**src/rtl/store_unit.sv**
```systemverilog
// Store unit: aligns register data onto 32-bit memory byte lanes and issues a single write per request.
// Latency: accept T, write T+1 (memory ready), done T+2; errors complete at T+1. No queuing; ready only in IDLE.
module store_unit #(
    parameter int DATA_WIDTH = 32,
    parameter int ADDR_WIDTH = 32
) (
    input  logic                  i_clk,
    input  logic                  i_rst,
    input  logic                  i_req_valid,
    output logic                  o_req_ready,
    input  logic [2:0]            i_func_3,
    input  logic [ADDR_WIDTH-1:0] i_addr,
    input  logic [DATA_WIDTH-1:0] i_data,
    output logic                  o_mem_we,
    output logic [ADDR_WIDTH-1:0] o_mem_addr,
    output logic [DATA_WIDTH-1:0] o_mem_wdata,
    output logic [3:0]            o_mem_wstrb,
    input  logic                  i_mem_ready,
    output logic                  o_done,
    output logic                  o_store_addr_ma,
    output logic                  o_illegal_instr
);

    typedef enum logic [1:0] {
        IDLE  = 2'd0,
        WRITE = 2'd1,
        RESP  = 2'd2
    } state_t;

    state_t                  state_q;
    logic                    mem_we_q;
    logic [ADDR_WIDTH-1:0]   mem_addr_q;
    logic [DATA_WIDTH-1:0]   mem_wdata_q;
    logic [3:0]              mem_wstrb_q;
    logic                    done_q;
    logic                    ma_q;
    logic                    ill_q;

    logic [DATA_WIDTH-1:0]   wdata_d;
    logic [3:0]              wstrb_d;
    logic                    ma_d;
    logic                    ill_d;

    // Lane replication and strobe decode straight from the request inputs.
    always_comb begin
        wdata_d = i_data;
        wstrb_d = 4'b0000;
        ma_d    = 1'b0;
        ill_d   = 1'b0;
        case (i_func_3)
            3'b000: begin
                wdata_d = {4{i_data[7:0]}};
                wstrb_d = 4'b0001 << i_addr[1:0];
            end
            3'b001: begin
                wdata_d = {2{i_data[15:0]}};
                wstrb_d = i_addr[1] ? 4'b1100 : 4'b0011;
                ma_d    = i_addr[0];
            end
            3'b010: begin
                wdata_d = i_data;
                wstrb_d = 4'b1111;
                ma_d    = (i_addr[1:0] != 2'b00);
            end
            default: begin
                ill_d = 1'b1;
            end
        endcase
    end

    always_ff @(posedge i_clk) begin
        if (i_rst) begin
            state_q     <= IDLE;
            mem_we_q    <= 1'b0;
            mem_addr_q  <= '0;
            mem_wdata_q <= '0;
            mem_wstrb_q <= 4'b0000;
            done_q      <= 1'b0;
            ma_q        <= 1'b0;
            ill_q       <= 1'b0;
        end else begin
            case (state_q)
                IDLE: begin
                    mem_we_q    <= 1'b0;
                    mem_wstrb_q <= 4'b0000;
                    done_q      <= 1'b0;
                    ma_q        <= 1'b0;
                    ill_q       <= 1'b0;
                    if (i_req_valid) begin
                        mem_addr_q  <= {i_addr[ADDR_WIDTH-1:2], 2'b00};
                        mem_wdata_q <= wdata_d;
                        if (ill_d || ma_d) begin
                            // Illegal wins: misaligned flag is only meaningful for a legal store.
                            state_q <= RESP;
                            done_q  <= 1'b1;
                            ill_q   <= ill_d;
                            ma_q    <= ma_d & ~ill_d;
                        end else begin
                            state_q     <= WRITE;
                            mem_we_q    <= 1'b1;
                            mem_wstrb_q <= wstrb_d;
                        end
                    end
                end
                WRITE: begin
                    if (i_mem_ready) begin
                        state_q     <= RESP;
                        mem_we_q    <= 1'b0;
                        mem_wstrb_q <= 4'b0000;
                        done_q      <= 1'b1;
                    end
                end
                RESP: begin
                    state_q <= IDLE;
                    done_q  <= 1'b0;
                    ma_q    <= 1'b0;
                    ill_q   <= 1'b0;
                end
                default: begin
                    state_q     <= IDLE;
                    mem_we_q    <= 1'b0;
                    mem_wstrb_q <= 4'b0000;
                    done_q      <= 1'b0;
                    ma_q        <= 1'b0;
                    ill_q       <= 1'b0;
                end
            endcase
        end
    end

    assign o_req_ready     = (state_q == IDLE) && !i_rst;
    assign o_mem_we        = mem_we_q;
    assign o_mem_addr      = mem_addr_q;
    assign o_mem_wdata     = mem_wdata_q;
    assign o_mem_wstrb     = mem_wstrb_q;
    assign o_done          = done_q;
    assign o_store_addr_ma = ma_q;
    assign o_illegal_instr = ill_q;

endmodule

```
**config.mk**
```make
export PLATFORM = sky130hd
export DESIGN_NAME = store_unit
export DESIGN_NICKNAME = d
export VERILOG_FILES = /design/src/rtl/store_unit.sv
export SDC_FILE = /design/constraint.sdc
export NUM_CORES = 1
export LEC_CHECK = 0
export BUFFER_PORTS_ARGS = -buffer_cell sky130_fd_sc_hd__buf_2
export CORE_UTILIZATION = 46
export DETAILED_ROUTE_END_ITERATION = 10
export GPL_ROUTABILITY_DRIVEN = 0
export PLACE_DENSITY = 0.78
export SLEW_MARGIN = 5
export SYNTH_ARGS = -nofsm -noshare
export SYNTH_HDL_FRONTEND = slang
export SYNTH_SLANG_ARGS = --single-unit
```
**constraint.sdc**
```tcl
create_clock -name i_clk -period 2.1 [get_ports i_clk]
set_input_delay 0.42 -clock i_clk [delete_from_list [all_inputs] [get_ports i_clk]]
set_output_delay 0.42 -clock i_clk [all_outputs]
set_load 0.05 [all_outputs]
```
; ---- Yosys cells after proc, flatten, opt, wreduce, memory -nomap -nowiden
; Index checks and enable logic that the tools add are counted.
; W data, S select, Z words.
[op_classes]
muxes = 27
n_reduce_logical = 10
n_shift = 1
n_eq_ne = 6
bitwise = 2
[ops]
columns = operator, n
row1 = $pmux W32 S2, 1
row2 = $pmux W4 S3, 2
row3 = $mux W4, 4
row4 = $mux W1, 11
row5 = $pmux W1 S2, 4
row6 = $mux W2, 3
row7 = $reduce_and A2 Y1, 3
row8 = $ne A2 B2 Y1 const B, 2
row9 = $pmux W2 S2, 1
row10 = $shl A1 B2 Y4 const A, 1
row11 = $eq A3 B1 Y1 const B, 1
row12 = $eq A3 B2 Y1 const B, 1
row13 = $logic_not A3 Y1, 1
row14 = $pmux W1 S3, 1
row15 = $reduce_or A3 Y1, 1
row16 = $eq A2 B1 Y1 const B, 1
row17 = $eq A2 B2 Y1 const B, 1
row18 = $logic_not A2 Y1, 1
row19 = $reduce_bool A2 Y1, 1
row20 = $and A1 B1 Y1, 1
row21 = $logic_and A1 B1 Y1, 1
row22 = $logic_not A1 Y1, 1
row23 = $logic_or A1 B1 Y1, 1
row24 = $not A1 Y1, 1
[word_totals]
output_inout_bits = 73
regBits = 72
word_cells = 54
input_bits = 71

; ---- Depth between registers and ports, before layout
; Gate-level depths: netlist of run 1.
[depth]
ltp_word = 7
mapped_depth = 6
depth_no_buf = 3

; ---- Worst setup path before layout of run 1
; No wires, ideal clock.
[synth_timing]
path_type = input to output
from = input port i_rst
to = output port o_req_ready
cell_stages = 2
required_time_ns = 1.680
path_slack_ns = 0.000
arrival_time_ns = 1.680
n_path_buf = 1
cell_sequence = clkbuf_1 nor3_1
[synth_between]
elab_chain_cells = 2
[synth_lines]
columns = item, line_no
row1 = "start, declared", 8  ; input logic i_rst,
row2 = $logic_not A1 Y1, 131  ; assign o_req_ready = (state_q == IDLE) && !i_rst;
row3 = $logic_and A1 B1 Y1, 131
row4 = "end, declared", 10  ; output logic o_req_ready,
; Every way passes these cells.

; ---- Worst setup path in the final report of run 1
[layout_timing]
from = register state_q[0]
to = output port o_req_ready
[layout_between]
elab_chain_cells = 2
[layout_lines]
columns = item, line_no
row1 = "start, declared", 30  ; state_t state_q;
row2 = "start signal, assigned", 73  ; state_q <= IDLE;
row3 = "start signal, assigned", 94  ; state_q <= RESP;
row4 = "start signal, assigned", 99  ; state_q <= WRITE;
row5 = $logic_not A2 Y1, 131
row6 = $logic_and A1 B1 Y1, 131
; Every way passes these cells.

==> results of run 1 <==
==> per-layer routing <==
layer  global-route usage  share of wire
met5                    0              0
met4               0.0897          0.016
met3               0.0736          0.075
met2                0.379           0.49
met1                0.301           0.42
==> cells in the mapped netlist (all sizes together), types with 2 or more instances <==
master   count
nor2        19
a211o        2
o2bb2ai      4
or2          2
a21oi       46
clkbuf      21
a211oi       9
a21o         2
mux2         9
dfxtp       72
or3b         2
mux2i       16
nor3b        2
buf          9
nor3         2
nand3b       8
a311oi       8
nand2       89
o21ai       18
==> area by class of cell <==
cell class / count / area [sq um]
clock buffer: 12 / 155
clock inverter: 4 / 51.3
fill: 547 / 2150
inverter: 1 / 3.75
multi-input combinational: 250 / 1420
sequential: 72 / 1440
tap: 75 / 93.8
timing repair buffer: 151 / 781
==> kinds of logic after synthesis <==
group | after synthesis
buffers and inverters | 31
multiplexers | 25
AND/OR/NAND/NOR | 130
other | 1
flip-flops | 72
AO/OA/AOI/OAI | 93
==> worst max-delay path by stage <==
stage / start / cells after the start / to
after floorplan: i_rst / 2 / o_req_ready
after global placement: i_func_3[0] / 4 / o_done$_SDFFE_PP0P_
after detailed placement: i_func_3[0] / 4 / o_mem_wdata[12]$_SDFFE_PP0P_
after CTS: state_q[0]$_SDFFE_PP0P_ / 2 / o_req_ready
after global routing: state_q[0]$_SDFFE_PP0P_ / 2 / o_req_ready
final: state_q[0]$_SDFFE_PP0P_ / 2 / o_req_ready
==> per-stage QoR <==
step / area (sq um) / hold slack (ns)
2_1_floorplan: 2990 / 0.556
3_3_place_gp: 3740 / 0.439
3_5_place_dp: 3740 / 0.443
4_1_cts: 3950 / 0.300
5_1_grt: 3950 / 0.286
6_report: 3950 / 0.304
==> flip-flops by register name, indices dropped and copies added, names as in the netlist <==
| register | cells |
|---|---|
| o_mem_we | 1 |
| o_mem_addr | 30 |
| o_illegal_instr | 1 |
| o_mem_wdata | 32 |
| state_q | 2 |
| o_done | 1 |
| o_store_addr_ma | 1 |
| o_mem_wstrb | 4 |
==> power by group through the flow <==
stage	Sequential [W]	Clock (W)	Combinational [W]
2_1_floorplan	0.00187	0	0.000277
3_3_place_gp	0.00154	0	0.000834
3_5_place_dp	0.00155	0	0.000844
4_1_cts	0.00152	0.00114	0.000845
5_1_grt	0.00153	0.00121	0.000904
6_report	0.00152	0.00113	0.000843
==> tightest hold or removal path, stage by stage <==
cell	delay, ns
buf_2	0.09
nand2_1	0.04
a21oi_1	0.05
==> metrics, run 1 <==
Overall Global Routing Usage=0.238; share of synthesized registers carrying an async set or reset=0; Initial Utilization=0.489; grt ovf=0; CTS hold repair buffers=0; largest net degree at the start of global routing=46; clock skew=0.0146 ns; Tmin final=1.74 ns; Crit path arrival time=1.32 ns; Fin. Hold Viols=0; Pwr Total=0.00348 W; Die W=82.5 um; CTS tree=built; Post-DP HPWL=5830 um; most frequent cells in the layout=buf_2 (141), nand2_1 (89), dfxtp_1 (72); pwr/cell area=883 mW/mm^2; final net count=556; final non-filler cell total=565; Worst-Skew Late Latency=0.35 ns; Clk pin slew, worst setup/hold paths=0.08 ns; Post-CTS Resized=0; delay of the slowest critical-path stage=0.45 ns; Initial DRT Pass Iterations=5; FF-to-FF End=o_mem_wstrb[1]$_SDFFE_PP0P_; critical path required time=1.68 ns; Adder-Cell Fraction of Synth Area=0; Synth top area share=0.483; wire per inst=14.1 um; Worst Hold Launch=i_addr[9]; Clk pwr share=0.323; setup slack after placement=0.442 ns; Antenna diodes=0; Post-Route WL=7980 um; number of synthesized flops with an enable pin=0; Worst path slowest cell=dfxtp_1; status=complete, no violations; Num CTS Buffers=9; Clock Path Buffers=2; number of cells on the worst hold path=3; post-route setup TNS=0 ns; Port Buffers=141; Chip Height=82.5 um; core footprint=0.00610 sq mm; Rows=28; Worst Setup Start Kind=register; H-tree depth=3; Crit Path Category=register to output port; number of max-slew violations in the final report=0; post-synthesis sequential area ratio=0.483; net switching power=0.00117 W; Setup Fix Bufs, Post-CTS=0; Avg Cell Area, Syn=8.47 sq um; first-pass GRT wire length=12200 um; Leakage=1.82 nW; vias per inst=5.23; Switching Share=0.336; Post-Place Cells=549; Sink Count=72; Hold Path Class=primary input to register; Area Overhead vs Synth=32.3%; Buffers & Inverters on Critical Path=1; vias in the first global route=2544; die area=0.00681 sq mm; Slew HR=0.659; Post-Synth Simple-Gate Area=0.195; Ys Warns=0; fin util=0.647; via count=2955; CP endpoint kind=output port; Final period util=0.828; drt drc=0; final setup margin=0.360 ns; final setup vio count=0; commonest non-fill, non-tap cell in the layout=buf_2; area leader, netlist=dfxtp_1; post-synthesis mux area share=0.0877; Gate Count Post-Synth=352; crit-path cells=nor3_2 > buf_2; RSZ-0062 raised after global routing=false; Slew @ Worst Pin=0.510 ns; family with the most delay on the worst path=flip-flops; DR iter-0 viols=105; Reg2Reg Setup Slack=0.51 ns; Reg2Reg Depth=3; Seq pwr share=0.435; peak supply drop=0.530 mV; predominant post-synthesis flop cell=dfxtp_1; XOR/XNOR Fraction of Synth Area=0; Reg2Reg Launch Point=state_q[0]$_SDFFE_PP0P_; library cells used by synthesis=37; max cap viols=0; Logic pwr share=0.242; CP max FO=13; post-synthesis register bit count=72; share of cells above drive strength 1=0.376; root buffer cell=clkbuf_8; synth top area cells=dfxtp_1 (48%), nand2_1 (11%), a21oi_1 (7.7%); FMAX=575 MHz; Compound-Gate Fraction of Synth Area=0.187; Worst Hold Endpoint=o_mem_addr[9]$_SDFFE_PP0P_; Internal Pwr Total=0.00232 W; I/O pin count=144; antenna viol nets, final=0; antenna violations before repair=0; largest family of logic cells by synthesized area=simple AND/OR/NAND/NOR gates; synthesized area=0.00298 sq mm
No activity file was read; power rests on OpenSTA's default activity.
==> run 2: changes to the inputs <==
==> constraint.sdc (replaced) <==
create_clock -name i_clk -period 1.8 [get_ports i_clk]
set_input_delay 0.36 -clock i_clk [delete_from_list [all_inputs] [get_ports i_clk]]
set_output_delay 0.36 -clock i_clk [all_outputs]
set_load 0.05 [all_outputs]
==> run 2 against run 1 <==
Against the previous run: non-clock buffer count grew 4; core utilization grew 1.7 points; cell count grew 0.71%; worst setup slack got worse by 0.24 ns; first-iteration DRC count rose by 20%.
==> metrics, run 2 (synthesized netlist as in run 1, its figures left out) <==
Worst Setup Start Kind=register; antenna viol nets, final=0 (unchanged); peak supply drop=0.604 mV (+14%); most frequent cells in the layout=buf_2 (141), nand2_1 (89), dfxtp_1 (72); commonest non-fill, non-tap cell in the layout=buf_2; final net count=560 (+0.72%); Die W=82.5 um (unchanged); Setup crit end=o_req_ready; vias in the first global route=2608 (+2.5%); delay of the slowest critical-path stage=0.33 ns (-0.12 ns); Worst-Skew Late Latency=0.33 ns (-0.02 ns); core footprint=0.00610 sq mm (unchanged); Setup Fix Bufs, Post-CTS=0 (unchanged); Port Buffers=141 (unchanged); Tmin final=1.68 ns; Post-CTS Resized=0 (unchanged); Initial DRT Pass Iterations=4 (-1); vias per inst=5.17 (-1.1%); Post-Place Cells=553 (+0.73%); CTS tree=built; CP startpoint=state_q[0]$_SDFFE_PP0P_; drt drc=0 (unchanged); net switching power=0.00136 W (+16%); Seq pwr share=0.397 (-0.038); largest net degree at the start of global routing=71 (+54%); Clk pwr share=0.379 (+0.056); via count=2943 (-0.41%); Switching Share=0.305 (-0.0303); Reg2Reg Depth=4 (+1); Crit Path Category=register to output port; CP endpoint kind=output port; RSZ-0062 raised after global routing=false; Logic pwr share=0.224 (-0.018); CP max FO=5 (-8); Post-Route WL=7930 um (-0.68%); die area=0.00681 sq mm (unchanged); I/O pin count=144 (unchanged); DR iter-0 viols=126 (+20%); final non-filler cell total=569 (+0.71%); max reg flops=32 (unchanged); Initial Utilization=0.489 (unchanged); clock skew=0.00584 ns (-0.00872 ns); Overall Global Routing Usage=0.236 (-0.00182); antenna violations before repair=0 (unchanged); H-tree depth=3 (unchanged); CTS hold repair buffers=0 (unchanged); Post-DP HPWL=5760 um (-1.1%); Area Overhead vs Synth=35.8%; status=complete, no violations; Num CTS Buffers=9 (unchanged); FF-to-FF End=o_mem_addr[10]$_SDFFE_PP0P_; Crit path arrival time=1.32 ns (about the same); area post-placement=0.00378 sq mm (+1.1%); grt ovf=0 (unchanged); Reg2Reg Setup Slack=0.23 ns (-0.28 ns); fin area=0.00405 sq mm (+2.7%); number of max-slew violations in the final report=0 (unchanged); post-route setup TNS=0 ns (unchanged); first-pass GRT wire length=12100 um (-0.45%); root buffer cell=clkbuf_8; final setup vio count=0 (unchanged); critical path required time=1.44 ns (-0.24 ns); Hold Path Class=primary input to register; max cap viols=0 (unchanged); Reg2Reg Launch Point=state_q[1]$_SDFFE_PP0P_; Clock Path Buffers=2 (unchanged); Fin. Hold Viols=0 (unchanged); Clk pin slew, worst setup/hold paths=0.07 ns (about the same); wire per inst=13.9 um (-1.4%); share of cells above drive strength 1=0.381 (+0.00506); Worst path slowest cell=dfxtp_1; Pwr Total=0.00445 W (+28%); Chip Height=82.5 um (unchanged); Final period util=0.931; pwr/cell area=1100 mW/mm^2 (+24%); Leakage=1.87 nW (+2.8%); Internal Pwr Total=0.00309 W (+33%); crit-path cells=buf_4 > nor3_2 > buf_2; FMAX=597 MHz; Sink Count=72 (unchanged); Rows=28 (unchanged); Antenna diodes=0 (unchanged)
run 2: cell count changes in the layout (fill, tap and decap cells not counted):
cell and change:
clkinv_2 -1, buf_12 +1, inv_6 -1, buf_4 +3, bufinv_16 +3, clkbuf_8 -1
run 2: cell type report:
class	instances	area, sq um
fillers	552	2040
flip-flops and latches	72	1440
multi-input cells	250	1420
repair buffers	155	823
clock buffers	11	141
clock inverters	5	128
well taps	75	93.8
inverters	1	3.75
run 2: per-stage QoR:
step                setup slack [ns]  utilization  hold WS (ns)
global route                  0.0376        0.665         0.242
detailed placement             0.181        0.620         0.443
global placement               0.206        0.620         0.438
floorplan                      0.239            -         0.496
finish                         0.125        0.665         0.256
CTS                            0.103        0.665         0.244
run 2: power groups by stage:
stage	logic [W]	registers, W	clock network, W
finish	0.000996	0.00177	0.00169
floorplan	0.000323	0.00219	0
global route	0.00106	0.00178	0.00178
CTS	0.000999	0.00177	0.00172
global placement	0.000983	0.00180	0
detailed placement	0.000996	0.00180	0
run 2: worst min path at each step:
stage                                      start                      endpoint  cells after the start
detailed placement    o_mem_addr[9]$_SDFFE_PP0P_    o_mem_addr[9]$_SDFFE_PP0P_                      2
CTS                                   i_addr[16]   o_mem_addr[16]$_SDFFE_PP0P_                      3
global placement    o_illegal_instr$_SDFFE_PP0N_  o_illegal_instr$_SDFFE_PP0N_                      2
floorplan                             i_addr[10]   o_mem_addr[10]$_SDFFE_PP0P_                      2
finish                                i_addr[16]   o_mem_addr[16]$_SDFFE_PP0P_                      3
global route                          i_addr[20]   o_mem_addr[20]$_SDFFE_PP0P_                      3
run 2: worst max-delay path: cells and delay by family, from the launching register on:
family                 cells  cell delay, ns
AND/OR/NAND/NOR            1            0.20
flip-flops                 1            0.33
buffers and inverters      2            0.45
run 2: per-layer routing:
metal | vias up | global-route usage | wire (um)
met2 | 81 | 0.392 | 3940
li1 | 1488 | - | -
met5 | - | 0 | 0
met4 | 0 | 0.112 | 177
met1 | 1357 | 0.294 | 3470
met3 | 17 | 0.0451 | 341
